File: config.mk
export PLATFORM = sky130hd
export DESIGN_NAME = apb_periph_node
export DESIGN_NICKNAME = d
export VERILOG_FILES = /design/src/rtl/apb_periph_node_pkg.sv /design/src/rtl/apb_periph_node_decode.sv /design/src/rtl/apb_periph_node.sv
export SDC_FILE = /design/constraint.sdc
export NUM_CORES = 1
export LEC_CHECK = 0
export BUFFER_PORTS_ARGS = -buffer_cell sky130_fd_sc_hd__buf_4
export CORE_AREA = 2 2 168 170
export DETAILED_ROUTE_END_ITERATION = 6
export DIE_AREA = 0 0 170 172
export PLACE_DENSITY = 0.51
export SLEW_MARGIN = 15
export SYNTH_ARGS = -nofsm -noshare
export SYNTH_HDL_FRONTEND = slang
export SYNTH_SLANG_ARGS = --single-unit
File: constraint.sdc
create_clock -name clk -period 2.15 [get_ports clk]
set_clock_uncertainty 0.15 [all_clocks]
set_input_delay 0.3225 -clock clk [delete_from_list [all_inputs] [get_ports clk]]
set_output_delay 0.3225 -clock clk [all_outputs]
set_load 0.01 [all_outputs]
File: src/rtl/apb_periph_node_pkg.sv
// Shared types and the address decode function for apb_periph_node.
// Struct fields are sized for the largest supported configuration
// (ADDR_WIDTH <= 64, DATA_WIDTH <= 64, SLAVE_ADDR_BITS <= 32, NUM_SLAVES <= 32).
package apb_periph_node_pkg;

  localparam int unsigned AddrMax      = 64;
  localparam int unsigned DataMax      = 64;
  localparam int unsigned SlaveAddrMax = 32;
  localparam int unsigned IdxMax       = 5;

  typedef enum logic [1:0] {
    StIdle,
    StSetup,
    StAccess,
    StResp
  } state_e;

  typedef struct packed {
    logic                    write;
    logic [SlaveAddrMax-1:0] addr;
    logic [DataMax-1:0]      wdata;
    logic [IdxMax-1:0]       idx;
    logic                    hit;
  } req_t;

  // Returns {hit, idx}: the bits above the slave index must match the base and
  // the index must name an existing slave.
  function automatic logic [IdxMax:0] decode_addr(input logic [AddrMax-1:0] addr,
                                                  input logic [AddrMax-1:0] base,
                                                  input int unsigned slave_bits,
                                                  input int unsigned idx_w,
                                                  input int unsigned num_slaves);
    logic [AddrMax-1:0] mask;
    logic [AddrMax-1:0] idx_full;
    logic               hit;
    mask     = (AddrMax'(1) << idx_w) - AddrMax'(1);
    idx_full = (addr >> slave_bits) & mask;
    hit      = ((addr >> (slave_bits + idx_w)) == (base >> (slave_bits + idx_w))) &&
               (idx_full < AddrMax'(num_slaves));
    return {hit, IdxMax'(idx_full)};
  endfunction

endpackage

File: src/rtl/apb_periph_node_decode.sv
// Combinational address decoder: upstream address to {hit, slave index}.
module apb_periph_node_decode
  import apb_periph_node_pkg::*;
#(
  parameter int unsigned           NUM_SLAVES      = 8,
  parameter int unsigned           ADDR_WIDTH      = 32,
  parameter int unsigned           SLAVE_ADDR_BITS = 12,
  parameter int unsigned           IDX_W           = 3,
  parameter logic [ADDR_WIDTH-1:0] BASE_ADDR       = ADDR_WIDTH'(32'h1A10_0000)
) (
  input  logic [ADDR_WIDTH-1:0] paddr,
  output logic                  hit,
  output logic [IDX_W-1:0]      idx
);

  logic [IdxMax:0] dec;

  // Decode the address against the node window.
  always_comb begin
    dec = decode_addr(AddrMax'(paddr), AddrMax'(BASE_ADDR), SLAVE_ADDR_BITS, IDX_W,
                      NUM_SLAVES);
    hit = dec[IdxMax];
    idx = IDX_W'(dec[IdxMax-1:0]);
  end

endmodule

File: src/rtl/apb_periph_node.sv
// Registered APB fan-out node: one upstream port to NUM_SLAVES downstream ports.
// Optional ACCESS-phase watchdog enabled by defining APB_PERIPH_NODE_TIMEOUT_EN.
module apb_periph_node
  import apb_periph_node_pkg::*;
#(
  parameter int unsigned           NUM_SLAVES      = 8,
  parameter int unsigned           ADDR_WIDTH      = 32,
  parameter int unsigned           DATA_WIDTH      = 32,
  parameter int unsigned           SLAVE_ADDR_BITS = 12,
  parameter logic [ADDR_WIDTH-1:0] BASE_ADDR       = ADDR_WIDTH'(32'h1A10_0000),
  parameter int unsigned           TIMEOUT_CYCLES  = 255
) (
  input  logic                                  clk,
  input  logic                                  rst,
  input  logic                                  psel_i,
  input  logic                                  penable_i,
  input  logic                                  pwrite_i,
  input  logic [ADDR_WIDTH-1:0]                 paddr_i,
  input  logic [DATA_WIDTH-1:0]                 pwdata_i,
  output logic [DATA_WIDTH-1:0]                 prdata_o,
  output logic                                  pready_o,
  output logic                                  pslverr_o,
  output logic [NUM_SLAVES-1:0]                 psel_o,
  output logic                                  penable_o,
  output logic                                  pwrite_o,
  output logic [SLAVE_ADDR_BITS-1:0]            paddr_o,
  output logic [DATA_WIDTH-1:0]                 pwdata_o,
  input  logic [NUM_SLAVES-1:0][DATA_WIDTH-1:0] prdata_i,
  input  logic [NUM_SLAVES-1:0]                 pready_i,
  input  logic [NUM_SLAVES-1:0]                 pslverr_i
);

  localparam int unsigned IDX_W = (NUM_SLAVES > 1) ? int'($clog2(NUM_SLAVES)) : 1;

  state_e                  state_q, state_d;
  req_t                    req_q, req_d;
  logic [DATA_WIDTH-1:0]   rdata_q, rdata_d;
  logic                    err_q, err_d;
  logic                    dec_hit;
  logic [IDX_W-1:0]        dec_idx;
  logic [IDX_W-1:0]        cur_idx;
  logic [NUM_SLAVES-1:0]   sel_onehot;
  logic                    sel_ready;
  logic                    sel_err;
  logic [DATA_WIDTH-1:0]   sel_rdata;
  logic                    setup_req;
  logic                    timeout;
  logic                    unused_req;

  apb_periph_node_decode #(
    .NUM_SLAVES      (NUM_SLAVES),
    .ADDR_WIDTH      (ADDR_WIDTH),
    .SLAVE_ADDR_BITS (SLAVE_ADDR_BITS),
    .IDX_W           (IDX_W),
    .BASE_ADDR       (BASE_ADDR)
  ) u_decode (
    .paddr (paddr_i),
    .hit   (dec_hit),
    .idx   (dec_idx)
  );

  assign setup_req  = psel_i && !penable_i;
  assign cur_idx    = IDX_W'(req_q.idx);
  // Padding bits of the wide request struct are intentionally dropped.
  assign unused_req = ^{req_q.addr, req_q.wdata, req_q.idx};

  // Select the captured slave; responses from all other slaves are ignored.
  always_comb begin
    sel_onehot = '0;
    sel_ready  = 1'b0;
    sel_err    = 1'b0;
    sel_rdata  = '0;
    for (int unsigned s = 0; s < NUM_SLAVES; s++) begin
      if (cur_idx == IDX_W'(s)) begin
        sel_onehot[s] = 1'b1;
        sel_ready     = pready_i[s];
        sel_err       = pslverr_i[s];
        sel_rdata     = prdata_i[s];
      end
    end
  end

`ifdef APB_PERIPH_NODE_TIMEOUT_EN
  localparam int unsigned CntW = $clog2(TIMEOUT_CYCLES + 1);

  logic [CntW-1:0] cnt_q, cnt_d;

  // Count ACCESS cycles without a ready; cleared as ACCESS is entered.
  always_comb begin
    cnt_d = cnt_q;
    if (state_q == StSetup) begin
      cnt_d = '0;
    end else if (state_q == StAccess && !sel_ready) begin
      cnt_d = cnt_q + CntW'(1);
    end
  end

  // A ready in the final allowed cycle still wins over the timeout.
  assign timeout = (state_q == StAccess) && !sel_ready &&
                   (cnt_q == CntW'(TIMEOUT_CYCLES - 1));

  // Watchdog counter register.
  always_ff @(posedge clk) begin
    if (rst) begin
      cnt_q <= '0;
    end else begin
      cnt_q <= cnt_d;
    end
  end
`else
  assign timeout = 1'b0;
`endif

  // State and captured-request registers.
  always_ff @(posedge clk) begin
    if (rst) begin
      state_q <= StIdle;
      req_q   <= '0;
      rdata_q <= '0;
      err_q   <= 1'b0;
    end else begin
      state_q <= state_d;
      req_q   <= req_d;
      rdata_q <= rdata_d;
      err_q   <= err_d;
    end
  end

  // Next-state and capture logic.
  always_comb begin
    state_d = state_q;
    req_d   = req_q;
    rdata_d = rdata_q;
    err_d   = err_q;
    unique case (state_q)
      StIdle: begin
        if (setup_req) begin
          req_d.write = pwrite_i;
          req_d.addr  = SlaveAddrMax'(paddr_i[SLAVE_ADDR_BITS-1:0]);
          req_d.wdata = DataMax'(pwdata_i);
          req_d.idx   = IdxMax'(dec_idx);
          req_d.hit   = dec_hit;
          rdata_d     = '0;
          err_d       = !dec_hit;
          state_d     = dec_hit ? StSetup : StResp;
        end
      end
      StSetup: state_d = StAccess;
      StAccess: begin
        if (sel_ready) begin
          rdata_d = sel_rdata;
          err_d   = sel_err;
          state_d = StResp;
        end else if (timeout) begin
          rdata_d = '0;
          err_d   = 1'b1;
          state_d = StResp;
        end
      end
      StResp:  state_d = StIdle;
      default: state_d = StIdle;
    endcase
  end

  // Outputs decoded from registered state; forced low while rst is asserted.
  always_comb begin
    psel_o    = '0;
    penable_o = 1'b0;
    pwrite_o  = 1'b0;
    paddr_o   = '0;
    pwdata_o  = '0;
    pready_o  = 1'b0;
    pslverr_o = 1'b0;
    prdata_o  = '0;
    if (!rst) begin
      if (req_q.hit && (state_q == StSetup || state_q == StAccess)) begin
        psel_o = sel_onehot;
      end
      penable_o = (state_q == StAccess);
      pwrite_o  = req_q.write;
      paddr_o   = SLAVE_ADDR_BITS'(req_q.addr);
      pwdata_o  = DATA_WIDTH'(req_q.wdata);
      if (state_q == StResp) begin
        pready_o  = 1'b1;
        pslverr_o = err_q;
        prdata_o  = rdata_q;
      end
    end
  end

endmodule

==> out/metrics.csv <==
metric,value,unit
n_fill_cell,2911,
boundaryPins,429,
share_of_post_route_cells_with_drive_strength_above_1,0.500,
globalRouteMet3Util,0.0298,
layout_worst_path_cycle_share,1.01,
drc,0,
ys_top_cells_by_area,"dfxtp_1 (28%), mux4_2 (10%), mux2i_1 (8.7%)",
hold_viol,0,
timing.critical_path.required,1.68,ns
drt-total-wl,27400,µm
clock_sinks,84,
arrival,1.69,ns
ys_top_cells_by_count,"nand2_1 (121), dfxtp_1 (84), a21oi_1 (57)",
synth_top_area_frac,0.277,
place_worst_setup_slack,-0.0271,ns
portBuffers,428,
use_met1,0.218,
via_count,6913,
cts.clk_slew.worst_paths,0.07,ns
final_critical_path_setup_slack,-0.0135,ns
synth.yosys.warnings,0,
ys_async_sr_fraction,0,
use_met2,0.326,
critical_path_class,reg2out,
synthesized_netlist_net_count,1068,
floorplan.initialDensity,0.221,
synth_top_flop_cell,dfxtp_1,
synth_cell_types,57,
worst-path-max-fanout,28,
gp_congestion,0.843,
grt_first_pass_wirelength,39900,µm
worst_hold_slack,0.0693,ns
die_area,0.0292,mm²
chipHeight,172,µm
max-slew-margin-rel,0.658,
setup.worst_path.start_class,flip-flop,
grt_setup_unrepaired,true,
mappedNetlistArea,0.00608,mm²
std_cell_rows,61,
violations_in_the_final_reports,negative setup slack,
global_route.peak_usage_layer,met2,
wl_per_cell,18.4,µm
critical-path-slowest-cell,dfxtp_2,
die_x,170,µm
path_cells,buf_4 -> ha_1 -> nor2b_2 -> buf_12 -> and2_1 -> buf_4,
synth_edf_count,0,
tritoncts,yes,
number_of_cts_inserted_buffers,9,
cts_hold_fix_bufs,0,
ys_seq_area_frac,0.277,
power.static_leakage,4.35,nW
drv_slew,0,
finish.net_count,1482,
clk_latency,0.34,ns
finish.utilization,0.373,
vias_per_cell,4.64,
areaGrowthSynthToFinish,68.8,%
drt_pre_antenna_iters,4,
run_status,"finished, violations left",
grt_antenna_before_repair,1,
globalRoute.totalOverflow,0,
synth.largest_area_cell,dfxtp_1,
min-delay-path-class,in2reg,
track_usage,0.179,
placed_cells_incl_taps,1465,
detail_route.iter0.violations,389,
multi_input_combinational_cell_area,0.00404,mm²
vdd.ir_drop.worst,302,µV
clk_root_buffer_cell,clkbuf_16,
postRouteAntennaNets,0,
setup_viol,1,
synth-seq-cells,84,
fin_crit,2.16,ns
worst_pin_slew,0.509,ns
max-clock-path-buffers,2,
max_cap_viol_count,0,
synth.avg_cell_area,8.40,µm²
synthesis.instances,723,
timing.critical_path.mode_cell,buf_4,
power-per-cell-area,587,mW/mm²
dpl.hpwl,21600,µm
post-synth-top-count-cell,nand2_1,
clock.fmax,462,MHz
grt_pass1_vias,6995,
placeableCoreArea,0.0275,mm²
critical_path.endpoint_type,output port,
h-tree-depth,3,
final-seq-area,0.00170,mm²
crit_path_max_incr_delay,0.35,ns
grt_max_degree,94,
number_of_cells_in_the_finished_layout_apart_from_fillers,1489,
cells by family after synthesis:
| logic type | share of synthesized area |
|---|---|
| AND/OR/NAND/NOR | 0.229 |
| adder cells (fa/ha/maj) | 0.00824 |
| AO/OA/AOI/OAI | 0.202 |
| flip-flops | 0.277 |
| buffers and inverters | 0.0661 |
| multiplexers | 0.217 |
power by group:
part	internal (mW)	leakage, nW	switching [mW]	total, mW
Clock	0.928	0.152	0.689	1.62
Sequential	1.73	0.685	0.106	1.84
Combinational	1.33	3.51	1.23	2.57
timing repair:
item                       CTS  global route
resized for setup            8             6
buffers inserted             3             4
pin swaps                    3             4
setup endpoints to repair    8            39
cell type report:
type / count / share of cell area
Antenna cell: 1 / 0.000244
Clock inverter: 3 / 0.00232
Inverter: 27 / 0.00988
Tap cell: 346 / 0.0422
Timing Repair Buffer: 469 / 0.358
Multi-Input combinational cell: 546 / 0.394
Clock buffer: 13 / 0.0275
Sequential cell: 84 / 0.165
sequential cells by signal, indices dropped and copies added (netlist names):
signal   count
req_q       46
rdata_q     32
cur_idx      3
state_q      2
err_q        1
path summary, 6_finish.rpt:
| kind | slack (ns) | endpoint | startpoint | depth (start not counted) |
|---|---|---|---|---|
| worst max-delay path | -0.01 | prdata_o[1] | state_q[1] | 6 |
| worst min-delay path | 0.07 | cur_idx[0] | paddr_i[12] | 3 |
| worst max register to register | 0.13 | rdata_q[28] | cur_idx[1] | 6 |
| worst min register to register | 0.30 | req_q[80] | req_q[80] | 2 |
cell usage in the layout, fill, tap and decap left out, types with 2 or more instances in the layout:
cell type  instances
buf_12            12
dfxtp_1           79
o32ai_1            9
o21ai_0           20
ha_1               3
nor3_1             8
nor2b_1           48
dfxtp_2            2
a21oi_1           57
o41ai_1            3
nand2_1          121
o22a_1            16
inv_6              2
mux2i_1           52
nor2_2             2
nor4_1            10
and2_1            34
nand3b_1           2
nand4_1            2
mux2_2            16
nor3b_1            2
mux4_2            27
nor2_4             2
a22o_1            17
nand3_1            3
o32ai_2            8
inv_2              3
dfxtp_4            3
nor2_1            31
o211ai_1           5
buf_4            456
o22ai_1            4
a31o_2             9
clkbuf_8           2
nand2b_1           4
clkbuf_16         10
o221a_2            3
inv_1             24
stage by stage:
stage | setup TNS, ns | cell area [µm²] | total power, mW
finish | -0.0135 | 10300 | 6.02
global route | -1.43 | 10300 | 6.40
CTS | -0.0651 | 10200 | 6.07
detailed placement | -0.0271 | 9840 | 4.34
global placement | -0.0416 | 9840 | 4.33
floorplan | 0 | 6080 | 3.19
critical path, delay by kind of cell (launching register included):
kind | cells | cell delay [ns]
adders and majority gates | 1 | 0.13
buffers and inverters | 3 | 0.46
DFF | 1 | 0.35
and+or+nand+nor | 2 | 0.41
routing by layer:
layer  wire length [µm]  part of all wire
met5                  0                 0
met4                548             0.020
met3               1600             0.058
met2              13800              0.51
met1              11400              0.42
Power figures use the tool's default switching activity.
